### src/rtl/mvb_rx_pkg.sv
// rtl/mvb_rx_pkg.sv - shared constants and write-FSM encoding for the MVB receive frame store
//
// Purpose: error-vector bit positions, write-FSM state type and default
//          geometry of the frame store (word width, words per slot, slots).
// Ports:   none (package).

package mvb_rx_pkg;

    localparam int DATA_W_DEF    = 16;
    localparam int WORDS_MAX_DEF = 16;
    localparam int SLOTS_DEF     = 2;
    localparam int ERR_W_DEF     = 5;

    // Bit positions inside err_in / rd_err; rd_err additionally carries
    // the overflow flag at bit ERR_W.
    localparam int ERR_LEN   = 0;
    localparam int ERR_SIG   = 1;
    localparam int ERR_DELIM = 2;
    localparam int ERR_QUAL  = 3;
    localparam int ERR_CRC   = 4;

    typedef enum logic [1:0] {
        WR_IDLE    = 2'd0,
        WR_CAPTURE = 2'd1,
        WR_DROP    = 2'd2
    } wr_state_t;

endpackage

### src/rtl/mvb_frame_ram.sv
// rtl/mvb_frame_ram.sv - simple dual-port frame buffer RAM with registered read
//
// Purpose: storage for all frame slots, addressed as {slot, index}.
// Ports:   clk, rst (async active-low, clears only the read register),
//          we/waddr/wdata (synchronous write), raddr/rdata (1-cycle read).

module mvb_frame_ram #(
    parameter int DATA_W = 16,
    parameter int ADDR_W = 5
) (
    input  logic              clk,
    input  logic              rst,
    input  logic              we,
    input  logic [ADDR_W-1:0] waddr,
    input  logic [DATA_W-1:0] wdata,
    input  logic [ADDR_W-1:0] raddr,
    output logic [DATA_W-1:0] rdata
);

    logic [DATA_W-1:0] mem [2**ADDR_W];

    // Array contents are deliberately not reset so the storage maps to RAM.
    always_ff @(posedge clk) begin
        if (we) begin
            mem[waddr] <= wdata;
        end
    end

    always_ff @(posedge clk or negedge rst) begin
        if (!rst) begin
            rdata <= '0;
        end else begin
            rdata <= mem[raddr];
        end
    end

endmodule

### src/rtl/mvb_rx_frame_store.sv
// rtl/mvb_rx_frame_store.sv - multi-slot frame store between MVB deserializer and reader
//
// Purpose: captures decoded words of a frame into a free slot, tags it with
//          length and error status on commit, presents committed frames
//          oldest-first with a random-access read port and release handshake.
// Ports:   clk, rst (async active-low)
//          capture side: frame_start, word_valid, word_data, frame_over, err_in
//          read side:    rd_ready, rd_len, rd_err, rd_addr, rd_data, rd_release
//          status:       drop_cnt (saturating), busy

module mvb_rx_frame_store
    import mvb_rx_pkg::*;
#(
    parameter int DATA_W    = DATA_W_DEF,
    parameter int WORDS_MAX = WORDS_MAX_DEF,
    parameter int SLOTS     = SLOTS_DEF,
    parameter int ERR_W     = ERR_W_DEF
) (
    input  logic                         clk,
    input  logic                         rst,
    input  logic                         frame_start,
    input  logic                         word_valid,
    input  logic [DATA_W-1:0]            word_data,
    input  logic                         frame_over,
    input  logic [ERR_W-1:0]             err_in,
    output logic                         rd_ready,
    output logic [$clog2(WORDS_MAX):0]   rd_len,
    output logic [ERR_W:0]               rd_err,
    input  logic [$clog2(WORDS_MAX)-1:0] rd_addr,
    output logic [DATA_W-1:0]            rd_data,
    input  logic                         rd_release,
    output logic [7:0]                   drop_cnt,
    output logic                         busy
);

    localparam int IDX_W  = $clog2(WORDS_MAX);
    localparam int LEN_W  = IDX_W + 1;
    localparam int SLOT_W = $clog2(SLOTS);

    wr_state_t state, state_next;

    logic [LEN_W-1:0]  wcnt;
    logic              ovf;
    logic [SLOT_W-1:0] wptr, rptr;
    logic [SLOTS-1:0]  slot_full;
    logic [LEN_W-1:0]  slot_len [SLOTS];
    logic [ERR_W:0]    slot_err [SLOTS];

    logic room;
    logic slot_free;
    logic start_new;
    logic restart;
    logic ram_we;
    logic ovf_now;
    logic commit;
    logic drop_done;
    logic release_ok;

    assign room       = (wcnt < LEN_W'(WORDS_MAX));
    // Availability looks only at registered state: a release in the same
    // cycle as frame_start does not free the slot for this frame.
    assign slot_free  = !slot_full[wptr];
    assign release_ok = rd_release && slot_full[rptr];

    // ---------------- write FSM: state register ----------------
    always_ff @(posedge clk or negedge rst) begin
        if (!rst) begin
            state <= WR_IDLE;
        end else begin
            state <= state_next;
        end
    end

    // ---------------- write FSM: next state ----------------
    always_comb begin
        state_next = state;
        unique case (state)
            WR_IDLE: begin
                if (frame_start) begin
                    state_next = slot_free ? WR_CAPTURE : WR_DROP;
                end
            end
            WR_CAPTURE: begin
                if (frame_over) begin
                    state_next = WR_IDLE;
                end
            end
            WR_DROP: begin
                if (frame_over) begin
                    state_next = WR_IDLE;
                end
            end
            default: state_next = WR_IDLE;
        endcase
    end

    // ---------------- write FSM: outputs ----------------
    // frame_over wins over a coincident frame_start; otherwise frame_start
    // in CAPTURE abandons the partial frame and restarts in the same slot.
    always_comb begin
        busy      = (state != WR_IDLE);
        start_new = (state == WR_IDLE) && frame_start;
        restart   = (state == WR_CAPTURE) && frame_start && !frame_over;
        ram_we    = (state == WR_CAPTURE) && word_valid && room && !restart;
        ovf_now   = (state == WR_CAPTURE) && word_valid && !room && !restart;
        // A word strobed with frame_over counts toward the non-empty test.
        commit    = (state == WR_CAPTURE) && frame_over && ((wcnt != '0) || ram_we);
        drop_done = (state == WR_DROP) && frame_over;
    end

    // ---------------- capture datapath ----------------
    always_ff @(posedge clk or negedge rst) begin
        if (!rst) begin
            wcnt     <= '0;
            ovf      <= 1'b0;
            drop_cnt <= '0;
        end else begin
            if (start_new || restart) begin
                wcnt <= '0;
                ovf  <= 1'b0;
            end else begin
                if (ram_we) begin
                    wcnt <= wcnt + LEN_W'(1);
                end
                if (ovf_now) begin
                    ovf <= 1'b1;
                end
            end
            if (drop_done && (drop_cnt != 8'hFF)) begin
                drop_cnt <= drop_cnt + 8'd1;
            end
        end
    end

    // ---------------- slot bookkeeping ----------------
    // Commit and release never target the same slot (commit needs a FREE
    // slot, release a FULL one), so both can update in one cycle.
    always_ff @(posedge clk or negedge rst) begin
        if (!rst) begin
            wptr      <= '0;
            rptr      <= '0;
            slot_full <= '0;
            for (int i = 0; i < SLOTS; i++) begin
                slot_len[i] <= '0;
                slot_err[i] <= '0;
            end
        end else begin
            if (release_ok) begin
                slot_full[rptr] <= 1'b0;
                rptr            <= rptr + SLOT_W'(1);
            end
            if (commit) begin
                slot_full[wptr] <= 1'b1;
                slot_len[wptr]  <= wcnt + LEN_W'(ram_we);
                slot_err[wptr]  <= {ovf | ovf_now, err_in};
                wptr            <= wptr + SLOT_W'(1);
            end
        end
    end

    assign rd_ready = slot_full[rptr];
    assign rd_len   = slot_len[rptr];
    assign rd_err   = slot_err[rptr];

    mvb_frame_ram #(
        .DATA_W (DATA_W),
        .ADDR_W (SLOT_W + IDX_W)
    ) u_ram (
        .clk   (clk),
        .rst   (rst),
        .we    (ram_we),
        .waddr ({wptr, wcnt[IDX_W-1:0]}),
        .wdata (word_data),
        .raddr ({rptr, rd_addr}),
        .rdata (rd_data)
    );

endmodule

### config.mk
export PLATFORM = sky130hd
export DESIGN_NAME = mvb_rx_frame_store
export DESIGN_NICKNAME = d
export VERILOG_FILES = /design/src/rtl/mvb_rx_pkg.sv /design/src/rtl/mvb_frame_ram.sv /design/src/rtl/mvb_rx_frame_store.sv
export SDC_FILE = /design/constraint.sdc
export NUM_CORES = 1
export LEC_CHECK = 0
export ABC_AREA = 1
export CAP_MARGIN = 20
export CORE_ASPECT_RATIO = 1.5
export CORE_MARGIN = 5
export CORE_UTILIZATION = 45
export CTS_CLUSTER_DIAMETER = 50
export DETAILED_ROUTE_END_ITERATION = 8
export PLACE_DENSITY = 0.72
export SKIP_LAST_GASP = 1
export SLEW_MARGIN = 0
export SYNTH_ARGS = -nofsm -noshare
export SYNTH_HDL_FRONTEND = slang
export SYNTH_HIERARCHICAL = 1
export SYNTH_SLANG_ARGS = --single-unit
### constraint.sdc
create_clock -name clk -period 3.3 [get_ports clk]
set_input_delay 0.66 -clock clk [delete_from_list [all_inputs] [get_ports clk]]
set_output_delay 0.66 -clock clk [all_outputs]
set_load 0.01 [all_outputs]
== After elaboration in Yosys (flattened, before gate mapping) ==
Memory sizes are Yosys's and may differ from the RTL's. A register that Yosys moved wholly into a read port is not among the register bits.
Index checks and enable logic that the tools add are counted.

* Memories kept: 1
* Register bits: 42
* RAM bits: 512
* Logic and storage cells: 97
* Input port bits: 31
* Output and inout bits: 37

{| class="wikitable"
|+ Memories
! memory !! words !! width !! read ports !! clocked after Yosys merged registers in !! write ports !! line !! text
|-
| u_ram.mem || 32 || 16 || 1 || 1 || 1 || mvb_frame_ram.sv:20 || <nowiki>logic [DATA_W-1:0] mem [2**ADDR_W];</nowiki>
|}

* Add/sub/neg operators: 5
* $lt $le $gt $ge: 8
* Multiplexer cells: 32
* Eq/ne operators: 5
* Bitwise gates (word level): 6
* Reduce and logical (&&, ||, !) cells: 29

{| class="wikitable"
|+ Operators by type and width
! cell !! count
|-
| 2-to-1 mux 5 bit || 6
|-
| 2-to-1 mux 6 bit || 4
|-
| logical AND 1 bit || 16
|-
| bitwise mux 12 bit || 1
|-
| bitwise mux 10 bit || 1
|-
| 2-to-1 mux 1 bit || 10
|-
| 2-to-1 mux 2 bit || 5
|-
| adder 8 x 1 -> 8 bit, second input constant || 1
|-
| inequality test 8 bit, second input constant || 1
|-
| demux 6 bit (select 1 bit) || 1
|-
| nonzero test 2 bit || 3
|-
| adder 5 x 1 -> 5 bit || 1
|-
| adder 5 x 1 -> 5 bit, second input constant || 1
|-
| demux 5 bit (select 1 bit) || 1
|-
| < comparator 5 bit, second input constant || 1
|-
| nonzero test 5 bit || 1
|-
| greater-or-equal comparator 2 bit, second input constant || 2
|-
| logical NOT 1 bit || 4
|-
| < comparator 1 x 2 -> 1 bit, second input constant || 2
|-
| inverter 1 -> 2 bit || 2
|-
| case mux 2 bit (2 select lines) || 1
|-
| adder 1 bit, second input constant || 2
|-
| AND 2 bit || 1
|-
| demux 1 bit (select 1 bit) || 2
|-
| 13 further kinds || 15
|}

== Longest topological paths before layout ==
Gate-level depths: netlist (run 1).

* Word-level depth: 9
* Mapped depth: 12

== By module ==
The synthesis (run 1) kept the hierarchy.

{| class="wikitable"
|+ Modules (own cells, without submodules)
! module !! times used !! cells each !! area each (um2) !! sequential area each (um2)
|-
| mvb_frame_ram || 1 || 1794 || 21381.8 || 15775.1
|-
| mvb_rx_frame_store || 1 || 296 || 2287.2 || 1051.0
|}

== Worst setup path after synthesis (run 1) ==
No wires, ideal clock.

* Kind: input port to flip-flop
* Start point: input port word_valid
* End point: memory u_ram.mem[31][0], enable pin
* Required time: 2.912 ns
* Setup slack: 0.877 ns
* Cell stages on the path: 4
* Data arrival time: 2.034 ns
* Buffers on the path: 0
* Library setup time: 0.388 ns
* Path through: nand3_1 nor2_1 nand3_1 nor2_1

* Word-level cells in the longest chain between the ends: 5

{| class="wikitable"
|+ RTL lines
! what !! line !! text
|-
| start: declaration || mvb_rx_frame_store.sv:22 || <nowiki>input logic word_valid,</nowiki>
|-
| logical AND 1 bit (3 in series) || mvb_rx_frame_store.sv:104 || <nowiki>ram_we = (state == WR_CAPTURE) && word_valid && room && !restart;</nowiki>
|-
| net ram_we || mvb_rx_frame_store.sv:53 || <nowiki>logic ram_we;</nowiki>
|-
| 2-to-1 mux 1 bit || mvb_frame_ram.sv:24 || <nowiki>if (we) begin</nowiki>
|-
| 2-to-1 mux 1 bit (not written as such) || mvb_frame_ram.sv:25 || <nowiki>mem[waddr] <= wdata;</nowiki>
|-
| end: declaration || mvb_frame_ram.sv:20 ||
|}

The timed path passes the listed nets, and every way through them passes these cells.

== Worst setup path in the final report (run 1) ==
* Start point: register rptr
* End point: output port rd_ready

* Word-level cells in the longest chain between the ends: 2

{| class="wikitable"
|+ RTL lines
! what !! line !! text
|-
| start: declaration || mvb_rx_frame_store.sv:44 || <nowiki>logic [SLOT_W-1:0] wptr, rptr;</nowiki>
|-
| start signal: assignment || mvb_rx_frame_store.sv:150 || <nowiki>rptr <= rptr + SLOT_W'(1);</nowiki>
|-
| 2-to-1 mux 1 bit (not written as such) (2 in series) || mvb_rx_frame_store.sv:161 || <nowiki>assign rd_ready = slot_full[rptr];</nowiki>
|-
| end: declaration || mvb_rx_frame_store.sv:26 || <nowiki>output logic rd_ready,</nowiki>
|}

Every way passes these cells. The select of a mux whose other input is x is not followed.

==> metrics.md, run 1 <==
| Metric | Value |
|---|---|
| Status | finished, final reports clean |
| Number of global-route vias before repair | 15850 |
| Avg Vias per Cell | 5.547 |
| Hold WC Path Type | input port to async pin |
| Syn-to-layout area delta | 13.00% |
| Crit share post-route | a little under nine tenths |
| Required @ worst endpoint | 2.64 ns |
| Seq cells post-synth | between 500 and 600 |
| Final Hold Fails | 0 |
| Average routed wire per standard cell | 21.08 um |
| Cts hold-fix bufs | 0 |
| CTS tree | done |
| Cell Count, Final, Fillers Out | 2894 |
| Final max-slew violation count | 0 |
| WS Path Type | flop to output port |
| Mapped cell area | 23670 um^2 |
| Data arrival time of the worst path | 2.18 ns |
| Critical Path Fanout Max | 14 |
| DRC viols | 0 |
| Bufs on Longest Clock Path | 3 |
| CTS H-Tree Depth | 2 |
| Max cap viols | 0 |
| Antenna Cells | 0 |
| Initial antenna violation count | 0 |
| Postcts setup bufs | 0 |
| Fin Hold WS | 0.2641 ns |
| Starting DRT DRC Count | 1792 |
| Syn Area/Cell | 11.32 um^2 |
| Final setup viols | 0 |
| Remaining global-route overflow | 0 |
| Cells after synthesis | between 2000 and 2500 |
| Die ar. | 57380 um^2 |
| Worst-path clk slew | ~0.060 ns |
| Rows | 103 |
| Fmax | 352.1 MHz |
| Antenna Violating Nets Remaining | 0 |
| Pwr per Cell Area | about 640 nW/um^2 |
| Clock sinks | between 500 and 600 |
| Total CTS buffers | 52 |
| Clock Skews | 0.02668 ns |
| Inst Count DP | approximately 2800 |
| Die Y | 290.9 um |
| I/O pins | 68 |
| Vias | approximately 16000 |
| Initial Util | 45.24% |
| Transition time of the tightest slew-check pin | a little over 1 ns |
| Root buf cell | clkbuf_16 |
| Worst vdd ir | 0.0004505 V |
| Total track usage | 20.83% |
| Skew-Pair Late Insertion Delay | 0.59 ns |
| First drt pass iteration count | 5 |
| Final Wtd Congestion | 0.9149 |
| Tot Pwr | 16.99 mW |
| Net Count, Synth | 2129 |
| First-pass GRT wire length | between 90000 and 100000 um |
| Setup TNS | 0 ns |
| I/O Buffers | 67 |
| Final nets | 2208 |
| Drt total wl | 61020 um |
| Util after Layout | 51.12% |
| Largest net degree at the start of global routing | 134 |
| Detailed-placement wirelength estimate | roughly 38000 um |
| Crit path launch type | flop |
| Synth warn | 6 |
| Gates resized, CTS repair | 0 |
| CP Capture Type | output port |
| Post-synthesis sequential area ratio | 71.09% |
| Distinct cells, synth | 30 |
| Die width | 197.3 um |
| Period minus WS final | 2.840 ns |
| Rel. slew slack | 32.15% |
| RSZ-0062 raised after global routing | no |
| Share of cells above drive strength 1 | slightly above 8% |
| Core area | 52320 um^2 |
| Leakage | 10.23 nW |
[synthesized netlist by cell type]
library cell / number / area, um^2
a211oi_1: 1 / 7.510
dfrtp_1: 58 / 1451
inv_1: 34 / 127.6
nor3_1: 1 / 5.000
nand3_1: 406 / 2032
buf_8: 1 / 15.01
nand3_4: 2 / 35.03
xor2_1: 5 / 43.79
clkbuf_1: 21 / 78.83
o21ai_0: 9 / 45.04
o21bai_1: 1 / 7.510
nor2_1: 42 / 157.7
buf_4: 30 / 225.2
xnor2_1: 1 / 8.760
nand2_4: 1 / 11.26
buf_2: 37 / 185.2
ha_1: 8 / 100.1
inv_6: 1 / 8.760
buf_6: 27 / 304.0
o21ai_1: 1 / 5.000
o22ai_1: 2 / 12.51
buf_12: 1 / 20.02
inv_2: 4 / 15.01
nand2_2: 1 / 6.260
nand2_1: 850 / 3191
edfxtp_1: 512 / 15370
a21oi_1: 5 / 25.02
nor2_2: 2 / 12.51
buf_1: 2 / 7.510
nand4_1: 24 / 150.1
[per-stage QoR]
stage,instance area [um^2],setup WS [ns]
after CTS,26750,0.4114
after global routing,26750,0.3139
after floorplan,23670,0.8773
after detailed placement,24950,0.6379
final,26750,0.4602
after global placement,24950,0.6685
[placed cells by master, fill, tap and decap left out, types with 5 or more instances in the layout]
cell             instances
a21oi_1                  5
buf_12                   5
buf_2                   10
buf_4                   73
bufinv_16                9
clkbuf_16               53
clkdlybuf4s50_1         55
clkinv_1                11
clkinv_2                 8
clkinvlp_4               5
dfrtp_1                 58
edfxtp_1               512
ha_1                     8
inv_1                   33
nand2_1                850
nand3_1                406
nand4_1                 24
nor2_1                  42
o21ai_0                  9
xor2_1                   5
[worst max-delay path, stage by stage (launching register included)]
cell and delay (ns):
dfrtp_1 0.38, inv_1 0.34, nand2_1 0.12, o21ai_0 0.16, clkdlybuf4s50_1 0.61
[per-layer routing]
metal	routed length, um	vias up	GRT usage [%]
met2	30950	774	36.38
met3	4176	200	2.779
li1	-	7347	-
met4	4054	0	11.42
met1	21840	7731	24.73
met5	0	-	0
[report_power, final]
group	switching, mW	internal (mW)	total (mW)
Sequential	0.225	8.19	8.41
Combinational	1.52	0.790	2.31
Clock	2.62	3.65	6.27
Total	4.36	12.6	17.0
[logic make-up after synthesis]
family	share of synthesized area, %
AO/OA/AOI/OAI	0.4334
adder cells (fa/ha/maj)	0.4229
flip-flops	71.09
buffers and inverters	4.171
AND/OR/NAND/NOR	23.66
XOR/XNOR	0.2220
[cell type report]
class                           count  area, um^2
Clock buffer                       56        1338
Clock inverter                     41       457.9
Fill cell                        4489       25580
Inverter                           39       153.9
Multi-Input combinational cell   1362        5856
Sequential cell                   570       16830
Tap cell                          682       853.3
Timing Repair Buffer              144        1262
[registers in the layout, indices dropped and copies added (netlist names)]
signal and cells:
wcnt 5, slot_full 2, slot_err 12, u_ram/rdata 16, drop_cnt 8, ovf 1, slot_len 10, rptr 1
wptr 1, state 2, u_ram/mem 512
[final timing paths]
path / start / to / slack, ns / cells past startpoint
worst max-delay path: rptr$_DFFE_PN0N_ / rd_ready / 0.46 / 4
max in group asynchronous: rst / slot_len[7]$_DFFE_PN0P_ / 2.53 / 2
worst max register to register: wptr$_DFFE_PN0N_ / state[0]$_DFFE_PN0P_ / 1.05 / 3
min in group clk: slot_err[4]$_DFFE_PN0P_ / slot_err[4]$_DFFE_PN0P_ / 0.47 / 2
worst min register to register: slot_err[4]$_DFFE_PN0P_ / slot_err[4]$_DFFE_PN0P_ / 0.47 / 2
worst min-delay path: rst / slot_err[8]$_DFFE_PN0P_ / 0.26 / 2
(Power assumes the default switching activity.)
==> run 2, diff against run 1 <==
--- a/config.mk
+++ b/config.mk
@@ -12,7 +12,7 @@
 export CORE_UTILIZATION = 45
 export CTS_CLUSTER_DIAMETER = 50
 export DETAILED_ROUTE_END_ITERATION = 8
-export PLACE_DENSITY = 0.72
+export PLACE_DENSITY_LB_ADDON = 0.05
 export SKIP_LAST_GASP = 1
 export SLEW_MARGIN = 0
 export SYNTH_ARGS = -nofsm -noshare
==> metrics.md, run 2 (synthesis gave the netlist of run 1 again) <==
| Metric | Value |
|---|---|
| Status | finished, final reports clean |
| Leakage | 10.22 nW |
| Die Y | 290.9 um |
| Average routed wire per standard cell | 22.88 um |
| Critical path, cell by cell | inv_1 > nand2_1 > o21ai_0 > clkdlybuf4s50_1 |
| Final setup viols | 0 |
| Pwr per Cell Area | roughly 630 nW/um^2 |
| First-pass GRT wire length | ~98000 um |
| Clock Skews | 0.01014 ns |
| Initial antenna violation count | 0 |
| Setup WS post-layout | 0.4659 ns |
| Worst flop-to-flop path startpoint | state[1]$_DFFE_PN0P_ |
| R2r setup slk | 0.89 ns |
| Die ar. | 57380 um^2 |
| Crit share post-route | 85.88% |
| I/O Buffers | 67 |
| Cts hold-fix bufs | 0 |
| Postcts setup bufs | 0 |
| Initial Util | 45.24% |
| Crit path launch type | flop |
| Buffers and inverters on the worst path | 2 |
| Root buf cell | clkbuf_16 |
| Crit-path max cell delay | 0.58 ns |
| DRC viols | 0 |
| Total CTS buffers | 53 |
| CTS H-Tree Depth | 2 |
| Most common cell after layout, fill and taps aside | nand2_1 |
| Gates resized, CTS repair | 0 |
| Worst vdd ir | 0.0004947 V |
| CP Depth | 4 |
| Rel. slew slack | 33.38% |
| Transition time of the tightest slew-check pin | roughly 1.0 ns |
| Clock sinks | 570 |
| Worst-path clk slew | 0.06 ns |
| Hold WC Path Type | input port to async pin |
| CP Capture Type | output port |
| Tot Pwr | 16.81 mW |
| WS Path Type | flop to output port |
| Filler instances | 4752 |
| Cell Count, Final, Fillers Out | 2901 |
| Antenna Cells | 0 |
| FF+latch area | 16830 um^2 |
| Avg Vias per Cell | between 5 and 6 |
| Fmax | 352.8 MHz |
| RSZ-0062 raised after global routing | no |
| DP Worst Slack | just under 0.5 ns |
| Area of the multi-input gates | 5906 um^2 |
| Remaining global-route overflow | 0 |
| Crit path max-delay family | buffers and inverters |
| Bufs on Longest Clock Path | 3 |
| Detailed-placement wirelength estimate | 42310 um |
| Largest registers | u_ram/mem x512, u_ram/rdata x16, slot_err x12 |
| Data arrival time of the worst path | between 2 and 2.5 ns |
| Share of cells above drive strength 1 | a little under a tenth |
| Total track usage | 22.91% |
| Core area | approximately 52000 um^2 |
| Number of global-route vias before repair | 15260 |
| Die width | slightly below 200 um |
| R2r worst-path depth | 8 |
| Final max-slew violation count | 0 |
| Critical path's slowest cell | clkdlybuf4s50_1 |
| FF-to-FF End | u_ram/mem[17][14]$_DFFE_PP_ |
| CTS tree | done |
| Setup TNS | 0 ns |
| Final Wtd Congestion | approximately 0.90 |
| Vias | around 15000 |
| Critical Path Fanout Max | 14 |
| Skew-Pair Late Insertion Delay | 0.57 ns |
| Starting DRT DRC Count | 1024 |
| Largest net degree at the start of global routing | 81 |
| Max reg flops | 512 |
| Syn-to-layout area delta | 13.41% |
| Biggest register | u_ram/mem |
| Period minus WS final | 2.834 ns |
| Final Hold Fails | 0 |
| Max cap viols | 0 |
| Drt total wl | about 66000 um |
| Rows | 103 |
| Required @ worst endpoint | 2.64 ns |
| Fin Hold WS | 0.2750 ns |
| Most frequent cells in the layout | nand2_1, edfxtp_1, nand3_1 |
| Antenna Violating Nets Remaining | 0 |
| First drt pass iteration count | 5 |
| I/O pins | 68 |
| Final nets | around 2200 |
| Inst Count DP | 2805 |
==> run 2: changes by cell type in the layout (fill, tap and decap cells not counted), sizes merged <==
cell / before / now
clkbuf: 57 / 77
clkinv: 22 / 8
buf: 88 / 95
bufinv: 9 / 5
inv: 43 / 40
clkdlybuf4s50: 55 / 56
==> run 2: how the worst max path moves through the flow <==
stage | from | endpoint
detailed placement | word_valid | u_ram/mem[9][1]$_DFFE_PP_
global route | rptr$_DFFE_PN0N_ | rd_ready
global placement | word_valid | u_ram/mem[17][2]$_DFFE_PP_
CTS | rptr$_DFFE_PN0N_ | rd_ready
floorplan | word_valid | u_ram/mem[31][0]$_DFFE_PP_
finish | rptr$_DFFE_PN0N_ | rd_ready
==> run 2: stage by stage <==
step | area [um^2] | utilization (%)
final | 26840 | 51.30
after CTS | 26840 | 51.30
after detailed placement | 25160 | 48.08
after floorplan | 23670 | -
after global placement | 25160 | 48.08
after global routing | 26840 | 51.30
==> run 2: layout make-up <==
class / count / area share, %
Tap cell: 682 / 3.179
Clock inverter: 20 / 0.9043
Sequential cell: 570 / 62.69
Multi-Input combinational cell: 1362 / 22.00
Timing Repair Buffer: 152 / 5.272
Clock buffer: 76 / 5.375
Inverter: 39 / 0.5827
==> run 2: worst reg2reg max path: stages, from the launching register on <==
cell	delay (ns)
dfrtp_1	0.38
inv_1	0.09
ha_1	0.22
nand3_1	0.15
nor2_1	0.42
nand3_1	0.22
buf_4	0.22
nor2_1	0.11
buf_4	0.27
==> run 2: metal layers <==
layer | vias to the layer above | part of all wire [%] | track usage (%)
met3 | 152 | 4.3 | 2.235
met5 | - | 0 | 0
li1 | 7368 | - | -
met1 | 7506 | 38 | 27.62
met2 | 450 | 52 | 40.52
met4 | 0 | 5.9 | 11.81
==> run 2: where the power goes <==
part           internal [mW]  leakage (nW)  switching [mW]  total, mW
clock                   3.43         0.797            2.56       5.99
combinational          0.818          4.08            1.61       2.42
sequential              8.19          5.35           0.205       8.39
total                   12.4          10.2            4.37       16.8
